**config.mk**
```make
export PLATFORM = sky130hd
export DESIGN_NAME = move_sequencer
export DESIGN_NICKNAME = d
export VERILOG_FILES = /design/src/rtl/move_sequencer.sv
export SDC_FILE = /design/constraint.sdc
export NUM_CORES = 1
export LEC_CHECK = 0
export BUFFER_PORTS_ARGS = -buffer_cell sky130_fd_sc_hd__clkbuf_2
export CAP_MARGIN = 15
export CORE_MARGIN = 2
export CORE_UTILIZATION = 50
export DETAILED_ROUTE_END_ITERATION = 10
export GPL_ROUTABILITY_DRIVEN = 0
export PLACE_DENSITY = 0.69
export SLEW_MARGIN = 20
export SYNTH_ARGS = -nofsm -noshare
export SYNTH_HDL_FRONTEND = slang
export SYNTH_SLANG_ARGS = --single-unit
```
**constraint.sdc**
```tcl
create_clock -name clk -period 2.1 [get_ports clk]
set_input_delay 0.42 -clock clk [delete_from_list [all_inputs] [get_ports clk]]
set_output_delay 0.42 -clock clk [all_outputs]
set_load 0.05 [all_outputs]
```
**src/rtl/move_sequencer.sv**
```systemverilog
// move_sequencer: runs the dog toy's fixed five-step movement routine with a timed
// dwell per step, inserts a reverse/turn manoeuvre when an obstacle appears, and
// drives the 3-bit movement code to the display decoder. All outputs are registered.
module move_sequencer #(
  parameter int TICK_DIV      = 50_000_000,
  parameter int DWELL_TICKS   = 3,
  parameter int BACKOFF_TICKS = 2
) (
  input  logic       clk,
  input  logic       rst_n,
  input  logic       start,
  input  logic       stop,
  input  logic       obstacle,
  output logic [2:0] move_code,
  output logic       busy,
  output logic       done,
  output logic       obstacle_seen
);

  localparam int PRE_W     = $clog2(TICK_DIV);
  localparam int MAX_TICKS = (DWELL_TICKS > BACKOFF_TICKS) ? DWELL_TICKS : BACKOFF_TICKS;
  localparam int TCNT_W    = $clog2(MAX_TICKS + 1);

  localparam logic [PRE_W-1:0]  PRE_LAST     = PRE_W'(TICK_DIV - 1);
  localparam logic [TCNT_W-1:0] DWELL_LAST   = TCNT_W'(DWELL_TICKS - 1);
  localparam logic [TCNT_W-1:0] BACKOFF_LAST = TCNT_W'(BACKOFF_TICKS - 1);
  localparam logic [2:0]        LAST_STEP    = 3'd4;

  localparam logic [2:0] CODE_STOPPED = 3'b000;
  localparam logic [2:0] CODE_FORWARD = 3'b001;
  localparam logic [2:0] CODE_LEFT    = 3'b010;
  localparam logic [2:0] CODE_RIGHT   = 3'b011;
  localparam logic [2:0] CODE_REVERSE = 3'b100;
  localparam logic [2:0] CODE_SIT     = 3'b101;

  typedef enum logic [1:0] {
    IDLE    = 2'd0,
    RUN     = 2'd1,
    BACKOFF = 2'd2,
    TURN    = 2'd3
  } state_t;

  state_t              state_reg;
  logic [2:0]          step_reg;
  logic [PRE_W-1:0]    pre_reg;
  logic [TCNT_W-1:0]   tcnt_reg;
  logic [1:0]          obs_sync_reg;
  logic                obs_prev_reg;
  logic                obs_rise;
  logic                tick;

  // Routine table: FORWARD, LEFT, FORWARD, RIGHT, SIT.
  function automatic logic [2:0] step_code(input logic [2:0] s);
    case (s)
      3'd0:    step_code = CODE_FORWARD;
      3'd1:    step_code = CODE_LEFT;
      3'd2:    step_code = CODE_FORWARD;
      3'd3:    step_code = CODE_RIGHT;
      3'd4:    step_code = CODE_SIT;
      default: step_code = CODE_STOPPED;
    endcase
  endfunction

  // Two-flop synchroniser for the sensor level plus a delayed copy for edge detection.
  always_ff @(posedge clk or negedge rst_n) begin
    if (!rst_n) begin
      obs_sync_reg <= 2'b00;
      obs_prev_reg <= 1'b0;
    end else begin
      obs_sync_reg <= {obs_sync_reg[0], obstacle};
      obs_prev_reg <= obs_sync_reg[1];
    end
  end

  assign obs_rise = obs_sync_reg[1] & ~obs_prev_reg;
  assign tick     = (pre_reg == PRE_LAST);

  // Sequencer FSM with its timebase; every state entry or step advance restarts the dwell.
  always_ff @(posedge clk or negedge rst_n) begin
    if (!rst_n) begin
      state_reg     <= IDLE;
      step_reg      <= 3'd0;
      pre_reg       <= '0;
      tcnt_reg      <= '0;
      move_code     <= CODE_STOPPED;
      busy          <= 1'b0;
      done          <= 1'b0;
      obstacle_seen <= 1'b0;
    end else begin
      done <= 1'b0;
      if (tick) begin
        pre_reg  <= '0;
        tcnt_reg <= tcnt_reg + TCNT_W'(1);
      end else begin
        pre_reg  <= pre_reg + PRE_W'(1);
      end

      case (state_reg)
        IDLE: begin
          pre_reg  <= '0;
          tcnt_reg <= '0;
          if (start && !stop) begin
            state_reg     <= RUN;
            step_reg      <= 3'd0;
            move_code     <= CODE_FORWARD;
            busy          <= 1'b1;
            obstacle_seen <= 1'b0;
          end
        end

        RUN: begin
          if (stop) begin
            state_reg <= IDLE;
            step_reg  <= 3'd0;
            pre_reg   <= '0;
            tcnt_reg  <= '0;
            move_code <= CODE_STOPPED;
            busy      <= 1'b0;
          end else if (obs_rise) begin
            // Obstacle beats a coincident last tick: the step is held, not advanced.
            state_reg     <= BACKOFF;
            pre_reg       <= '0;
            tcnt_reg      <= '0;
            move_code     <= CODE_REVERSE;
            obstacle_seen <= 1'b1;
          end else if (tick && (tcnt_reg == DWELL_LAST)) begin
            pre_reg  <= '0;
            tcnt_reg <= '0;
            if (step_reg == LAST_STEP) begin
              state_reg <= IDLE;
              step_reg  <= 3'd0;
              move_code <= CODE_STOPPED;
              busy      <= 1'b0;
              done      <= 1'b1;
            end else begin
              step_reg  <= step_reg + 3'd1;
              move_code <= step_code(step_reg + 3'd1);
            end
          end
        end

        BACKOFF: begin
          if (stop) begin
            state_reg <= IDLE;
            step_reg  <= 3'd0;
            pre_reg   <= '0;
            tcnt_reg  <= '0;
            move_code <= CODE_STOPPED;
            busy      <= 1'b0;
          end else if (tick && (tcnt_reg == BACKOFF_LAST)) begin
            state_reg <= TURN;
            pre_reg   <= '0;
            tcnt_reg  <= '0;
            move_code <= CODE_RIGHT;
          end
        end

        TURN: begin
          if (stop) begin
            state_reg <= IDLE;
            step_reg  <= 3'd0;
            pre_reg   <= '0;
            tcnt_reg  <= '0;
            move_code <= CODE_STOPPED;
            busy      <= 1'b0;
          end else if (tick && (tcnt_reg == DWELL_LAST)) begin
            // Resume the interrupted step with a full dwell.
            state_reg <= RUN;
            pre_reg   <= '0;
            tcnt_reg  <= '0;
            move_code <= step_code(step_reg);
          end
        end

        default: begin
          state_reg <= IDLE;
          step_reg  <= 3'd0;
          pre_reg   <= '0;
          tcnt_reg  <= '0;
          move_code <= CODE_STOPPED;
          busy      <= 1'b0;
        end
      endcase
    end
  end

endmodule
```
* Yosys cells after proc, flatten, opt, wreduce, memory -nomap -nowiden *
Cells that the tools add are included.

word-level totals
  register bits = 42
  output and inout port bits = 6
  input bits = 5
  word-level logic and storage cells = 117

operators by class
  reduce and logical (&&, ||, !) cells = 16
  add/sub/neg operators = 3
  eq/ne operators = 25
  multiplexer cells = 61
  bitwise logic cells = 2

operators by type and width
  cell                     count
  $mux W26                 7
  $pmux W26 S4             1
  $mux W3                  15
  $pmux W3 S4              3
  $mux W2                  16
  $add A26 B1 Y26 const B  1
  $eq A26 B26 Y1 const B   1
  $pmux W2 S4              2
  $ne A3 B3 Y1 const B     5
  $mux W1                  14
  $eq A3 B2 Y1 const B     4
  $reduce_and A4 Y1        3
  $reduce_and A5 Y1        2
  $pmux W3 S3              1
  $ne A4 B4 Y1 const B     2
  $eq A2 B2 Y1 const B     3
  $eq A3 B1 Y1 const B     2
  $eq A3 B3 Y1 const B     2
  $logic_not A3 Y1         2
  $ne A2 B2 Y1 const B     3
  $reduce_or A2 Y1         3
  $eq A2 B1 Y1 const B     2
  $add A3 B1 Y3 const B    1
  $logic_and A1 B1 Y1      3
  other kinds (9)          9

* Depth between registers and ports, before layout *
  depth in word-level cells = 9
  mapped depth = 7
  depth with buffers taken out = 7

* Least setup slack after synthesis *
No wires, ideal clock.

  kind = reg2reg
  from = register pre_reg[7]
  to = register move_code[0]
  required time = 1.975 ns
  slack = 0.123 ns
  period minus slack after synthesis = 1.977 ns
  library setup time = 0.125 ns
  data arrival time = 1.852 ns
  cell stages (with the launch flop) = 6
  buffers on the path = 0
  cell sequence = dfrtp_1 or4b_1 and4bb_1 a211o_2 o211a_4 mux2_4

on the way
  word-level cells in the longest chain between the ends = 4
  elaborated cells between the ends (all ways) = 7
  those cells by class = eq/ne: 4; reduce/logical: 3

RTL lines
  item                                                                  RTL line       source
  start, declared                                                       45             logic [PRE_W-1:0] pre_reg;
  start signal, assigned                                                95             pre_reg <= pre_reg + PRE_W'(1);
  $eq A26 B26 Y1 *                                                      76             assign tick = (pre_reg == PRE_LAST);
  $logic_and A1 B1 Y1 (on tied branches)                                126, 166, 150
  $ne A4 B4 Y1 (no source line) / $ne A3 B3 Y1 (equally long branches)  --
  $reduce_and A4 Y1 (no source line) *                                  --
  end signal, assigned                                                  137            move_code <= step_code(step_reg + 3'd1);
  end signal, assigned                                                  171            move_code <= step_code(step_reg);
  end, declared                                                         14             output logic [2:0] move_code,

Every way passes the cells marked *; elsewhere a longest branch is shown, timed or not.
A chain may end at the register's enable or synchronous reset.

* Worst setup path after layout *
  from = register pre_reg[7]
  to = register move_code[1]

Same word-level chain as after synthesis.

==> flow_results.xml <==
<?xml version="1.0" encoding="UTF-8"?>
<metrics>
  <group name="cts">
    <metric name="cts_buffers" unit="">5</metric>
    <metric name="source_to_sink_clock_delay_at_the_later_pin_of_the_worst_skew_pair" unit="ns">0.29</metric>
    <metric name="numClockSinks" unit="">42</metric>
    <metric name="cts_tree" unit="">built</metric>
    <metric name="worst_setup_hold_path_clk_slew" unit="ns">0.08</metric>
    <metric name="clk_root_buffer_cell" unit="">sky130_fd_sc_hd__clkbuf_8</metric>
    <metric name="max_buffers_root_to_sink" unit="">2</metric>
    <metric name="htree_levels" unit="">2</metric>
    <metric name="holdBufCountCts" unit="">0</metric>
  </group>
  <group name="global_routing">
    <metric name="wire_length_of_the_first_global_routing_pass" unit="um">7431</metric>
    <metric name="globalRouteTotalUtil" unit="%">18.67</metric>
    <metric name="grt_antenna_before_repair" unit="">0</metric>
    <metric name="first_global_vias" unit="">1600</metric>
    <metric name="globalRoute.totalOverflow" unit="">0</metric>
    <metric name="grt_max_degree" unit="">43</metric>
  </group>
  <group name="pwr">
    <metric name="power" unit="mW">1.956</metric>
    <metric name="vdd_drop_max" unit="uV">519.5</metric>
    <metric name="power.switching" unit="uW">654.8</metric>
    <metric name="power_report.internal_total" unit="mW">1.301</metric>
    <metric name="power.sequential.fraction" unit="%">47.2</metric>
    <metric name="cellLeakagePower" unit="nW">1.064</metric>
    <metric name="power_per_cell_area" unit="nW/um^2">775.0</metric>
    <metric name="p_sw_share" unit="%">33.48</metric>
    <metric name="comb_power_share" unit="%">27.4</metric>
    <metric name="power.clock.fraction" unit="%">25.3</metric>
  </group>
  <group name="finish">
    <metric name="layout_commonest_cell" unit="">sky130_fd_sc_hd__dfrtp_1</metric>
    <metric name="final_layout_size_suffix_gt1_share" unit="%">15.48</metric>
    <metric name="syn2layout_area_growth" unit="%">11.81</metric>
    <metric name="postLayoutCellArea" unit="um^2">2524</metric>
    <metric name="largest_register_ffs" unit="">26</metric>
    <metric name="fillCellCount" unit="">360</metric>
    <metric name="final_core_utilization" unit="%">57.96</metric>
    <metric name="insertedDiodeCount" unit="">0</metric>
    <metric name="final_net_count" unit="">263</metric>
    <metric name="mostFrequentLayoutCells" unit="">sky130_fd_sc_hd__dfrtp_1, sky130_fd_sc_hd__nor2_1, sky130_fd_sc_hd__xor2_1</metric>
  </group>
  <group name="detailed_routing">
    <metric name="firstDrtPassIters" unit="">4</metric>
    <metric name="drt_iter0_markers" unit="">115</metric>
    <metric name="vias_per_cell" unit="">5.559</metric>
    <metric name="detailroute.via_count" unit="">1690</metric>
    <metric name="drt.antenna.violating_nets" unit="">0</metric>
    <metric name="routed_wirelength" unit="um">4237</metric>
    <metric name="route.detailed.wl_per_inst" unit="um">13.94</metric>
    <metric name="drc_errors" unit="">0</metric>
  </group>
  <group name="setup_path">
    <metric name="crit_chain" unit="">or4b_1 &gt; and4bb_1 &gt; a211o_4 &gt; o211a_4 &gt; mux2_4</metric>
    <metric name="critical_path_arrival" unit="ns">2.20</metric>
    <metric name="max_stage_delay" unit="ns">0.54</metric>
    <metric name="kind_of_launch_point_of_the_worst_setup_path" unit="">register</metric>
    <metric name="setup.worst_path.class" unit="">reg -&gt; reg</metric>
    <metric name="worst_r2r_endpoint" unit="">move_code[1]$_DFFE_PN0P_</metric>
    <metric name="rr_worst_depth" unit="">5</metric>
    <metric name="timing.rr.start" unit="">pre_reg[7]$_DFF_PN0_</metric>
    <metric name="critical_path_destination" unit="">move_code[1]$_DFFE_PN0P_</metric>
    <metric name="worst_ep_required_time" unit="ns">2.29</metric>
    <metric name="setup.worst_path.start" unit="">pre_reg[7]$_DFF_PN0_</metric>
    <metric name="crit_path_top_delay_cell" unit="">sky130_fd_sc_hd__or4b_1</metric>
    <metric name="regToRegSetupSlack" unit="ns">0.08</metric>
    <metric name="endpoint_kind" unit="">register</metric>
    <metric name="critical_path.max_fanout" unit="">6</metric>
  </group>
  <group name="hold_path">
    <metric name="min-delay-path-class" unit="">in -&gt; async</metric>
  </group>
  <group name="sta">
    <metric name="setup_total_negative_slack" unit="ns">0</metric>
    <metric name="finalSetupViolCount" unit="">0</metric>
    <metric name="fin_crit" unit="ns">2.018</metric>
    <metric name="tightest_slew" unit="ns">0.5904</metric>
    <metric name="rsz0062_at_grt" unit="">false</metric>
    <metric name="finalHoldViolations" unit="">0</metric>
    <metric name="finalCritPeriodShare" unit="%">96.09</metric>
    <metric name="drv_slew" unit="">0</metric>
    <metric name="hold_ws" unit="ns">0.1814</metric>
    <metric name="max-slew-margin-rel" unit="%">60.34</metric>
    <metric name="max_clock_freq" unit="GHz">0.4956</metric>
    <metric name="finClkSkew" unit="ns">0.009919</metric>
  </group>
  <group name="die">
    <metric name="placementRows" unit="">24</metric>
    <metric name="chipWidth" unit="um">71.19</metric>
    <metric name="die-area" unit="um^2">5068</metric>
    <metric name="core" unit="um^2">4354</metric>
    <metric name="io-pin-count" unit="">11</metric>
    <metric name="floorplan.die.height" unit="um">71.19</metric>
    <metric name="initial_core_util" unit="%">51.84</metric>
  </group>
  <group name="logic_synthesis">
    <metric name="synthesis.area_per_instance" unit="um^2">9.814</metric>
    <metric name="ys_ff_latch" unit="">42</metric>
    <metric name="syn_nets" unit="">241</metric>
    <metric name="synth_top_flop_cell" unit="">sky130_fd_sc_hd__dfrtp_1</metric>
    <metric name="synth_area_leader_cell" unit="">sky130_fd_sc_hd__dfrtp_1</metric>
    <metric name="seq_area_frac_synth" unit="%">46.56</metric>
    <metric name="post_synth_instance_area" unit="um^2">2257</metric>
    <metric name="synth_warnings" unit="">0</metric>
    <metric name="synthDistinctLibCells" unit="">43</metric>
    <metric name="dominant_cells_by_area_after_synthesis" unit="">sky130_fd_sc_hd__dfrtp_1, sky130_fd_sc_hd__xor2_1, sky130_fd_sc_hd__nor2_1</metric>
    <metric name="edff_count_synth" unit="">0</metric>
    <metric name="syn-instance-count" unit="">230</metric>
    <metric name="synthArstFlopShare" unit="%">100.0</metric>
    <metric name="synth_top_cell_area_share" unit="%">46.56</metric>
  </group>
  <group name="placed_design">
    <metric name="place_area" unit="um^2">2424</metric>
    <metric name="dp.final_hpwl" unit="um">2943</metric>
    <metric name="numPortBuffers" unit="">10</metric>
  </group>
  <group name="status">
    <metric name="outcome" unit="">completed</metric>
  </group>
  <group name="run">
    <metric name="cap_viol_max_count" unit="">0</metric>
  </group>
</metrics>
-- worst max-delay path, delay by kind of cell, from the launching register on --
kind	cells	cell delay (ns)
AOI/OAI and AO/OA	2	0.36
DFF	1	0.39
muxes	1	0.30
and+or+nand+nor	2	0.87
-- cells by family (layout without fill, tap and decap cells) --
| logic type | after synthesis | after routing | synth area share, % |
|---|---|---|---|
| muxes | 6 | 6 | 3.104 |
| buffers and inverters | 18 | 40 | 3.714 |
| AOI/OAI and AO/OA | 30 | 30 | 9.313 |
| xor gates and xnor gates | 25 | 25 | 9.701 |
| DFF | 42 | 42 | 46.56 |
| adders and majority gates | 6 | 6 | 3.326 |
| and+or+nand+nor | 103 | 103 | 24.28 |
-- cells in the mapped netlist (3+ instances only) --
master / number
sky130_fd_sc_hd__xor2_1: 20
sky130_fd_sc_hd__nor4b_1: 3
sky130_fd_sc_hd__ha_1: 6
sky130_fd_sc_hd__o22ai_1: 3
sky130_fd_sc_hd__xnor2_1: 5
sky130_fd_sc_hd__nand2_1: 16
sky130_fd_sc_hd__inv_1: 10
sky130_fd_sc_hd__mux2i_1: 4
sky130_fd_sc_hd__nand3_1: 12
sky130_fd_sc_hd__and4_1: 3
sky130_fd_sc_hd__o21ai_0: 7
sky130_fd_sc_hd__and3_1: 4
sky130_fd_sc_hd__nand4_1: 11
sky130_fd_sc_hd__dfrtp_1: 42
sky130_fd_sc_hd__o211ai_1: 3
sky130_fd_sc_hd__a21oi_1: 6
sky130_fd_sc_hd__clkbuf_1: 4
sky130_fd_sc_hd__nor3_1: 3
sky130_fd_sc_hd__nor2_1: 38
-- how the worst min path moves through the flow --
stage	start	endpoint	slack [ns]
finish	rst_n	pre_reg[3]$_DFF_PN0_	0.18
detailed placement	obs_sync_reg[0]$_DFF_PN0_	obs_sync_reg[1]$_DFF_PN0_	0.34
global placement	obs_sync_reg[0]$_DFF_PN0_	obs_sync_reg[1]$_DFF_PN0_	0.35
global route	obstacle	obs_sync_reg[0]$_DFF_PN0_	0.21
CTS	rst_n	pre_reg[3]$_DFF_PN0_	0.20
floorplan	rst_n	busy$_DFFE_PN0P_	0.12
-- metrics by stage --
step / setup slack, ns / std cells
2_1_floorplan: 0.1225 / 230
3_3_place_gp: 0.09350 / 297
3_5_place_dp: 0.05233 / 297
4_1_cts: 0.04019 / 304
5_1_grt: 0.007325 / 304
6_report: 0.08206 / 304
-- cell type report --
cell class	instances	area [um^2]	area share, %
clock inverters	1	7.507	0.2975
clock buffers	6	72.57	2.876
flip-flops and latches	42	1051	41.65
inverters	10	37.54	1.487
repair buffers	23	147.6	5.850
well taps	52	65.06	2.578
multi-input cells	170	1142	45.27
-- power groups by stage --
stage / Sequential, mW / Combinational, mW / Clock, mW
after floorplan: 1.02 / 0.313 / 0
after global placement: 0.941 / 0.530 / 0
after detailed placement: 0.940 / 0.530 / 0
after CTS: 0.924 / 0.532 / 0.511
after global routing: 0.938 / 0.583 / 0.543
final: 0.924 / 0.536 / 0.495
-- layer usage --
metal  vias to the layer above  GRT usage (%)  part of all wire [%]
met2                        30          26.95                    44
met5                         -              0                     0
met3                         5          4.274                   3.1
met1                       805          27.79                    52
li1                        850              -                     -
met4                         0          6.289                   1.5
-- repair_timing --
| item | CTS | global route |
|---|---|---|
| setup endpoints to repair | 0 | 3 |
| buffers inserted | 0 | 0 |
| gates resized for setup | 0 | 3 |
Power figures use the tool's default switching activity.
